File: src/rtl/adc_sequencer.sv
`timescale 1ns/1ps
// adc_sequencer: ADC clock divider, analog mux / hall phase sequencing, SOC/EOC handshake and result capture.
// Define ADC_SPINNING_EN to spin channels 2..4 over four plate phases and average the results.
module adc_sequencer #(
    parameter int CLK_DIV = 4,
    parameter int SETTLE  = 16,
    parameter int TIMEOUT = 1024
) (
    input  logic        ms_osc,
    input  logic        ms_hporb,
    input  logic        start,
    input  logic [4:0]  ch_en,
    output logic        busy,
    output logic        err,
    output logic        res_valid,
    output logic [2:0]  res_chan,
    output logic [11:0] res_data,
    output logic        ms_adc_clk,
    output logic        ms_adc_soc,
    input  logic        ms_adc_eoc,
    input  logic [11:0] ms_adc_data,
    output logic [3:0]  ms_afe_sel,
    output logic [3:0]  ms_afe_phase,
    output logic        ms_afe_phase_update
);
    localparam int DIV_W = (CLK_DIV > 1) ? $clog2(CLK_DIV) : 1;
    localparam int CNT_W = $clog2(TIMEOUT + SETTLE + 2 * CLK_DIV + 1);

    typedef enum logic [2:0] {S_IDLE, S_SETUP, S_SOC, S_WAIT, S_STORE, S_DONE} state_t;

    state_t           r_state, w_state_nxt;
    logic [DIV_W-1:0] r_div_cnt;
    logic             r_adc_clk;
    logic [CNT_W-1:0] r_cnt;
    logic             r_soc;
    logic [2:0]       r_eoc_sync;
    logic [4:0]       r_ch_en;
    logic [2:0]       r_ch;
    logic [3:0]       r_sel;
    logic [13:0]      r_acc;
    logic             r_discard;
    logic             r_busy, r_err, r_res_valid;
    logic [2:0]       r_res_chan;
    logic [11:0]      r_res_data;

    logic        w_adc_rise, w_start_ok, w_settle_done, w_soc_done, w_eoc_rise, w_timeout;
    logic        w_spun, w_last_phase, w_phase_step, w_has_next;
    logic [2:0]  w_first_ch, w_next_ch;
    logic [13:0] w_sum;

    function automatic logic [3:0] sel_of(input logic [2:0] ch);
        case (ch)
            3'd0:    return 4'd1;
            3'd1:    return 4'd2;
            3'd2:    return 4'd4;
            3'd3:    return 4'd5;
            3'd4:    return 4'd6;
            default: return 4'd0;
        endcase
    endfunction

    assign w_adc_rise    = !r_adc_clk && (r_div_cnt == DIV_W'(CLK_DIV - 1));
    assign w_start_ok    = start && (ch_en != 5'd0);
    assign w_settle_done = (r_cnt == CNT_W'(SETTLE - 1));
    assign w_soc_done    = r_soc && (r_cnt == CNT_W'(2 * CLK_DIV - 1));
    assign w_eoc_rise    = r_eoc_sync[1] && !r_eoc_sync[2];
    assign w_timeout     = (r_cnt == CNT_W'(TIMEOUT - 1));
    assign w_sum         = r_acc + 14'(ms_adc_data);
    assign w_phase_step  = (r_state == S_STORE) && !r_discard && !w_last_phase;

    // Lowest enabled index at start, and the next enabled index above the current channel.
    always_comb begin
        // NOTE: every combinational output gets a default first so no path can infer a latch.
        w_first_ch = 3'd0;
        w_next_ch  = 3'd0;
        w_has_next = 1'b0;
        for (int i = 4; i >= 0; i--) begin
            if (ch_en[i]) w_first_ch = 3'(i);
            if (r_ch_en[i] && (3'(i) > r_ch)) begin
                w_next_ch  = 3'(i);
                w_has_next = 1'b1;
            end
        end
    end

    always_ff @(posedge ms_osc or negedge ms_hporb) begin
        // NOTE: sequential state uses non-blocking assignments so every flop samples pre-edge values.
        if (!ms_hporb) begin
            r_div_cnt  <= '0;
            r_adc_clk  <= 1'b0;
            r_eoc_sync <= 3'b000;
        end else begin
            r_eoc_sync <= {r_eoc_sync[1:0], ms_adc_eoc};
            if (r_div_cnt == DIV_W'(CLK_DIV - 1)) begin
                r_div_cnt <= '0;
                r_adc_clk <= !r_adc_clk;
            end else begin
                r_div_cnt <= r_div_cnt + 1'b1;
            end
        end
    end

    always_ff @(posedge ms_osc or negedge ms_hporb) begin
        if (!ms_hporb) r_state <= S_IDLE;
        else           r_state <= w_state_nxt;
    end

    always_comb begin
        w_state_nxt = r_state;
        case (r_state)
            S_IDLE:  if (w_start_ok) w_state_nxt = S_SETUP;
            S_SETUP: if (w_settle_done) w_state_nxt = S_SOC;
            S_SOC:   if (w_soc_done) w_state_nxt = S_WAIT;
            S_WAIT:  if (w_eoc_rise || w_timeout) w_state_nxt = S_STORE;
            S_STORE: w_state_nxt = (w_phase_step || w_has_next) ? S_SETUP : S_DONE;
            S_DONE:  w_state_nxt = S_IDLE;
            default: w_state_nxt = S_IDLE;
        endcase
    end

    always_ff @(posedge ms_osc or negedge ms_hporb) begin
        if (!ms_hporb) begin
            r_cnt       <= '0;
            r_soc       <= 1'b0;
            r_ch_en     <= 5'd0;
            r_ch        <= 3'd0;
            r_sel       <= 4'd0;
            r_acc       <= 14'd0;
            r_discard   <= 1'b0;
            r_busy      <= 1'b0;
            r_err       <= 1'b0;
            r_res_valid <= 1'b0;
            r_res_chan  <= 3'd0;
            r_res_data  <= 12'd0;
        end else begin
            r_res_valid <= 1'b0;
            case (r_state)
                S_IDLE: if (w_start_ok) begin
                    r_ch_en <= ch_en;
                    r_err   <= 1'b0;
                    r_busy  <= 1'b1;
                    r_ch    <= w_first_ch;
                    r_sel   <= sel_of(w_first_ch);
                    r_cnt   <= '0;
                end
                S_SETUP: r_cnt <= w_settle_done ? '0 : r_cnt + 1'b1;
                S_SOC: begin
                    // SOC is launched on an ADC clock rising edge and spans one full ADC period.
                    if (r_soc) begin
                        if (w_soc_done) begin
                            r_soc <= 1'b0;
                            r_cnt <= '0;
                        end else begin
                            r_cnt <= r_cnt + 1'b1;
                        end
                    end else if (w_adc_rise) begin
                        r_soc <= 1'b1;
                        r_cnt <= '0;
                    end
                end
                S_WAIT: begin
                    if (w_eoc_rise) begin
                        r_discard <= 1'b0;
                        r_acc     <= w_sum;
                        if (w_last_phase) begin
                            r_res_valid <= 1'b1;
                            r_res_chan  <= r_ch;
                            r_res_data  <= w_spun ? w_sum[13:2] : ms_adc_data;
                        end
                    end else if (w_timeout) begin
                        r_err     <= 1'b1;
                        r_discard <= 1'b1;
                    end else begin
                        r_cnt <= r_cnt + 1'b1;
                    end
                end
                S_STORE: begin
                    r_cnt <= '0;
                    if (!w_phase_step) begin
                        r_acc <= 14'd0;
                        if (w_has_next) begin
                            r_ch  <= w_next_ch;
                            r_sel <= sel_of(w_next_ch);
                        end else begin
                            r_busy <= 1'b0;
                            r_sel  <= 4'd0;
                        end
                    end
                end
                default: ;
            endcase
        end
    end

`ifdef ADC_SPINNING_EN
    logic [3:0] r_phase;
    logic       r_phase_upd;

    assign w_spun       = (r_ch >= 3'd2);
    assign w_last_phase = !w_spun || r_phase[3];

    // Returning to phase 0001 between channels is a park, not a spin step, so it does not strobe.
    always_ff @(posedge ms_osc or negedge ms_hporb) begin
        if (!ms_hporb) begin
            r_phase     <= 4'b0001;
            r_phase_upd <= 1'b0;
        end else begin
            r_phase_upd <= 1'b0;
            if (w_phase_step) begin
                r_phase     <= {r_phase[2:0], 1'b0};
                r_phase_upd <= 1'b1;
            end else if (r_state == S_STORE) begin
                r_phase <= 4'b0001;
            end
        end
    end

    assign ms_afe_phase        = r_phase;
    assign ms_afe_phase_update = r_phase_upd;
`else
    assign w_spun              = 1'b0;
    assign w_last_phase        = 1'b1;
    assign ms_afe_phase        = 4'b0001;
    assign ms_afe_phase_update = 1'b0;
`endif

    assign busy       = r_busy;
    assign err        = r_err;
    assign res_valid  = r_res_valid;
    assign res_chan   = r_res_chan;
    assign res_data   = r_res_data;
    assign ms_adc_clk = r_adc_clk;
    assign ms_adc_soc = r_soc;
    assign ms_afe_sel = r_sel;

endmodule

File: config.mk
export PLATFORM = sky130hd
export DESIGN_NAME = adc_sequencer
export DESIGN_NICKNAME = d
export VERILOG_FILES = /design/src/rtl/adc_sequencer.sv
export SDC_FILE = /design/constraint.sdc
export NUM_CORES = 1
export LEC_CHECK = 0
export ABC_CLOCK_PERIOD_IN_PS = 2600
export CAP_MARGIN = 5
export CORE_UTILIZATION = 35
export CTS_CLUSTER_SIZE = 24
export DETAILED_ROUTE_END_ITERATION = 10
export HOLD_SLACK_MARGIN = 0.12
export SLEW_MARGIN = 15
export SYNTH_ARGS = -nofsm -noshare
export SYNTH_HDL_FRONTEND = slang
export SYNTH_SLANG_ARGS = --single-unit
File: constraint.sdc
create_clock -name ms_osc -period 2.6 [get_ports ms_osc]
set_clock_uncertainty 0.05 [all_clocks]
set_input_delay 0.39 -clock ms_osc [delete_from_list [all_inputs] [get_ports ms_osc]]
set_output_delay 0.39 -clock ms_osc [all_outputs]
set_load 0.01 [all_outputs]
==> flow_summary_export.csv <==
group,metric,value,unit
status,status,"complete, no violations",
clocking,clockRootBuffer,"sky130_fd_sc_hd__clkbuf_8",
place,portBuffers,43,
route,via_per_inst,5.08,
clocking,cts_hold_buf,1,
worst_setup_path,worst_ep_arrival_time,2.51,ns
timing,hold_slack,0.321,ns
timing,finalSetupViolCount,0,
die,core,0.00683,sq mm
yosys,synth_ff_type,"sky130_fd_sc_hd__dfrtp_1",
yosys,muxShareOfSynthArea,0.0948,
place,postPlaceCellArea,0.00309,sq mm
finish,diodes,0,
worst_setup_path,worst-r2r-cell-count,5,
min_path,hold_removal_path_class,"register to register",
worst_setup_path,critPathRequiredTime,2.73,ns
power_and_ir_drop,seq_power_share,0.423,
clocking,cts_buffer_depth,2,
power_and_ir_drop,switching_share,0.356,
route,first_iter_violations,96,
yosys,synth_xor_area_frac,0.00353,
die,num_rows,30,
yosys,compound_gate_portion_of_the_synthesized_area,0.157,
yosys,yosys-top-cells-area,"sky130_fd_sc_hd__dfrtp_1 (49%), sky130_fd_sc_hd__mux2_2 (9.1%), sky130_fd_sc_hd__nor2_1 (3.3%)",
global_route,largest_net_degree_at_the_start_of_global_routing,27,
yosys,async_s_r_ff_share_synth,1.00,
die,initial_core_util,0.363,
clocking,post_cts_resize_count,0,
timing,setup-tns-final,0,ns
finish,finish.net_count,313,
route,drcViolationCount,0,
yosys,synth_simple_gate_area_frac,0.192,
finish,finish.instance_area,0.00319,sq mm
yosys,yosysWarnings,0,
global_route,grt_remaining_overflow,0,
power_and_ir_drop,combinationalPowerShare,0.421,
global_route,groute.usage.overall,0.148,
yosys,synth_enable_flop_cells,0,
clocking,cts_tree,"built",
yosys,main_combinational_cell_family_by_area_after_synthesis,"simple AND/OR/NAND/NOR gates",
die,die-height,86.2,microns
global_route,grt_antenna_before_repair,0,
power_and_ir_drop,power.switching,1020,uW
worst_setup_path,critPathCaptureType,"register",
yosys,syn-instance-count,234,
yosys,number_of_distinct_library_cells_after_synthesis,51,
timing,max_clock_freq,420,MHz
clocking,cts_setup_buffers,0,
die,die_w,86.2,microns
finish,final.fill_count,673,
place,globalplace.congestion,0.815,
clocking,clkSlewWorstSetupHoldPaths,0.09,ns
power_and_ir_drop,pwr_density_cell,898,mW/mm^2
yosys,synthesis.area,0.00248,sq mm
place,place_hpwl,3820,microns
min_path,hold_path_depth,0,
clocking,numClockSinks,49,
route,route.detailed.wl_per_inst,13.1,microns
clocking,clk_latency,0.30,ns
timing,grt_setup_unrepaired,"no",
worst_setup_path,setup.worst_path.class,"register to register",
flow_run,cap_viol_max_count,0,
power_and_ir_drop,portion_of_total_power_attributed_to_the_clock_network,0.156,
die,io-pin-count,50,
yosys,synth_top_area_frac,0.494,
timing,timing.final.crit_share,0.916,
power_and_ir_drop,worst_ir_drop_vdd,0.446,mV
route,antenna_left,0,
global_route,first_global_vias,1851,
timing,max_slew_headroom,0.492,
power_and_ir_drop,power.static_leakage,0.00139,uW
global_route,grt_first_pass_wirelength,8640,microns
finish,util_after_layout,0.466,
finish,drive_gt1_frac,0.196,
route,dr_total_vias,1965,
timing,hold_viol,0,
clocking,cts_max_level,2,
route,postRouteWirelength,5070,microns
power_and_ir_drop,post_layout_total_power,2860,uW
yosys,synth_fa_ha_area_frac,0.0101,
worst_setup_path,cp-start-kind,"register",
route,drtPass1Iterations,4,
die,dieArea,0.00743,sq mm
yosys,synth_top_cell_by_area,"sky130_fd_sc_hd__dfrtp_1",
timing,max_slew.worst_pin.slew,0.755,ns
timing,timing_max_transition_violations_final,0,
worst_setup_path,worst-path-max-fanout,10,
yosys,synth_seq_area_share,0.494,
yosys,ys_ff_latch,49,
timing,layout_min_cycle_time,2.38,ns
yosys,synth_area_per_cell,10.6,sq um
finish,syn_to_final_growth,28.4,%
clocking,cts_inserted_buffers,5,
power_and_ir_drop,internal-power,1840,uW
## worst paths after layout
path	start	endpoint	slack, ns
worst min-delay path	r_eoc_sync[0]	r_eoc_sync[1]	0.32
worst max-delay path	r_cnt[7]	r_cnt[3]	0.22
max in group asynchronous	ms_hporb	res_chan[0]	1.41
min in group asynchronous	ms_hporb	r_state[1]	0.56
worst max register to register	r_cnt[7]	r_cnt[3]	0.22
worst min register to register	r_eoc_sync[0]	r_eoc_sync[1]	0.32
## layout make-up
type / count / area [sq um] / share of cell area
clock buffers: 6 / 72.6 / 0.0228
clock inverters: 2 / 15.0 / 0.00471
inverters: 6 / 22.5 / 0.00707
multi-input cells: 168 / 1160 / 0.365
flip-flops and latches: 49 / 1230 / 0.385
well taps: 96 / 120 / 0.0377
repair buffers: 60 / 568 / 0.178
## sequential cells by signal, summed over array words and instances (netlist names)
signal	count
r_div_cnt	2
res_data	12
r_state	3
r_eoc_sync	3
res_chan	3
res_valid	1
ms_adc_clk	1
ms_adc_soc	1
r_cnt	11
r_ch_en	4
ms_afe_sel	3
err	1
r_ch	3
busy	1
## cells in the final DEF (no fill, tap or decap), drive strengths merged, types with 5 or more instances in the layout
cell type      instances
clkbuf                 6
a31oi                  5
nor2                  22
inv                    6
buf                   17
nand2b                 9
nand3                  8
clkdlybuf4s50         42
dfrtp                 49
nand2                 14
conb                   6
o21ai                 13
and3                   7
nor3                   7
a221o                  5
mux2                  20
## stage by stage
step / std cells / worst slack, ns
global placement: 378 / 0.166
finish: 387 / 0.220
floorplan: 238 / 0.333
CTS: 387 / 0.221
detailed placement: 378 / 0.111
global route: 387 / 0.103
## Yosys cell counts (4+ instances only)
library cell and count:
sky130_fd_sc_hd__dfrtp_1 49, sky130_fd_sc_hd__o211ai_1 4, sky130_fd_sc_hd__a21oi_1 4, sky130_fd_sc_hd__a22o_1 4, sky130_fd_sc_hd__nand3_1 8, sky130_fd_sc_hd__a31oi_1 5, sky130_fd_sc_hd__o21ai_0 11, sky130_fd_sc_hd__and3_2 5
sky130_fd_sc_hd__a221o_1 5, sky130_fd_sc_hd__nor3_1 7, sky130_fd_sc_hd__nor2_1 22, sky130_fd_sc_hd__nand2_1 14, sky130_fd_sc_hd__nand2b_1 9, sky130_fd_sc_hd__clkbuf_1 5, sky130_fd_sc_hd__mux2_2 20, sky130_fd_sc_hd__buf_4 6
sky130_fd_sc_hd__inv_1 6
## per-layer routing
metal | wire, microns | share of wire | vias to the layer above | global-route usage
met5 | 0 | 0 | - | 0
met4 | 38 | 0.0075 | 0 | 0.0439
met3 | 240 | 0.047 | 5 | 0.0324
met2 | 2380 | 0.47 | 56 | 0.235
met1 | 2410 | 0.48 | 948 | 0.204
li1 | - | - | 956 | -
## cell families (layout without fill, tap and decap cells)
family,after synthesis,count (layout)
AOI/OAI and AO/OA,53,53
xor gates and xnor gates,1,1
adders and majority gates,2,2
buffers and inverters,21,74
DFF,49,49
muxes,21,21
other,2,6
and+or+nand+nor,85,85
## critical path, cell delays in order (launching register included)
cell,delay (ns)
sky130_fd_sc_hd__dfrtp_1,0.45
sky130_fd_sc_hd__or4_4,0.59
sky130_fd_sc_hd__nor4_4,0.38
sky130_fd_sc_hd__o32ai_2,0.20
sky130_fd_sc_hd__and3_4,0.26
sky130_fd_sc_hd__a221o_1,0.33
## power groups by stage
stage | logic (uW) | clock network [uW] | registers, uW
after floorplan | 759 | 0 | 1200
after global placement | 1200 | 0 | 1220
after detailed placement | 1210 | 0 | 1230
after CTS | 1220 | 464 | 1210
after global routing | 1330 | 491 | 1250
final | 1210 | 446 | 1210
(Power assumes the default switching activity.)
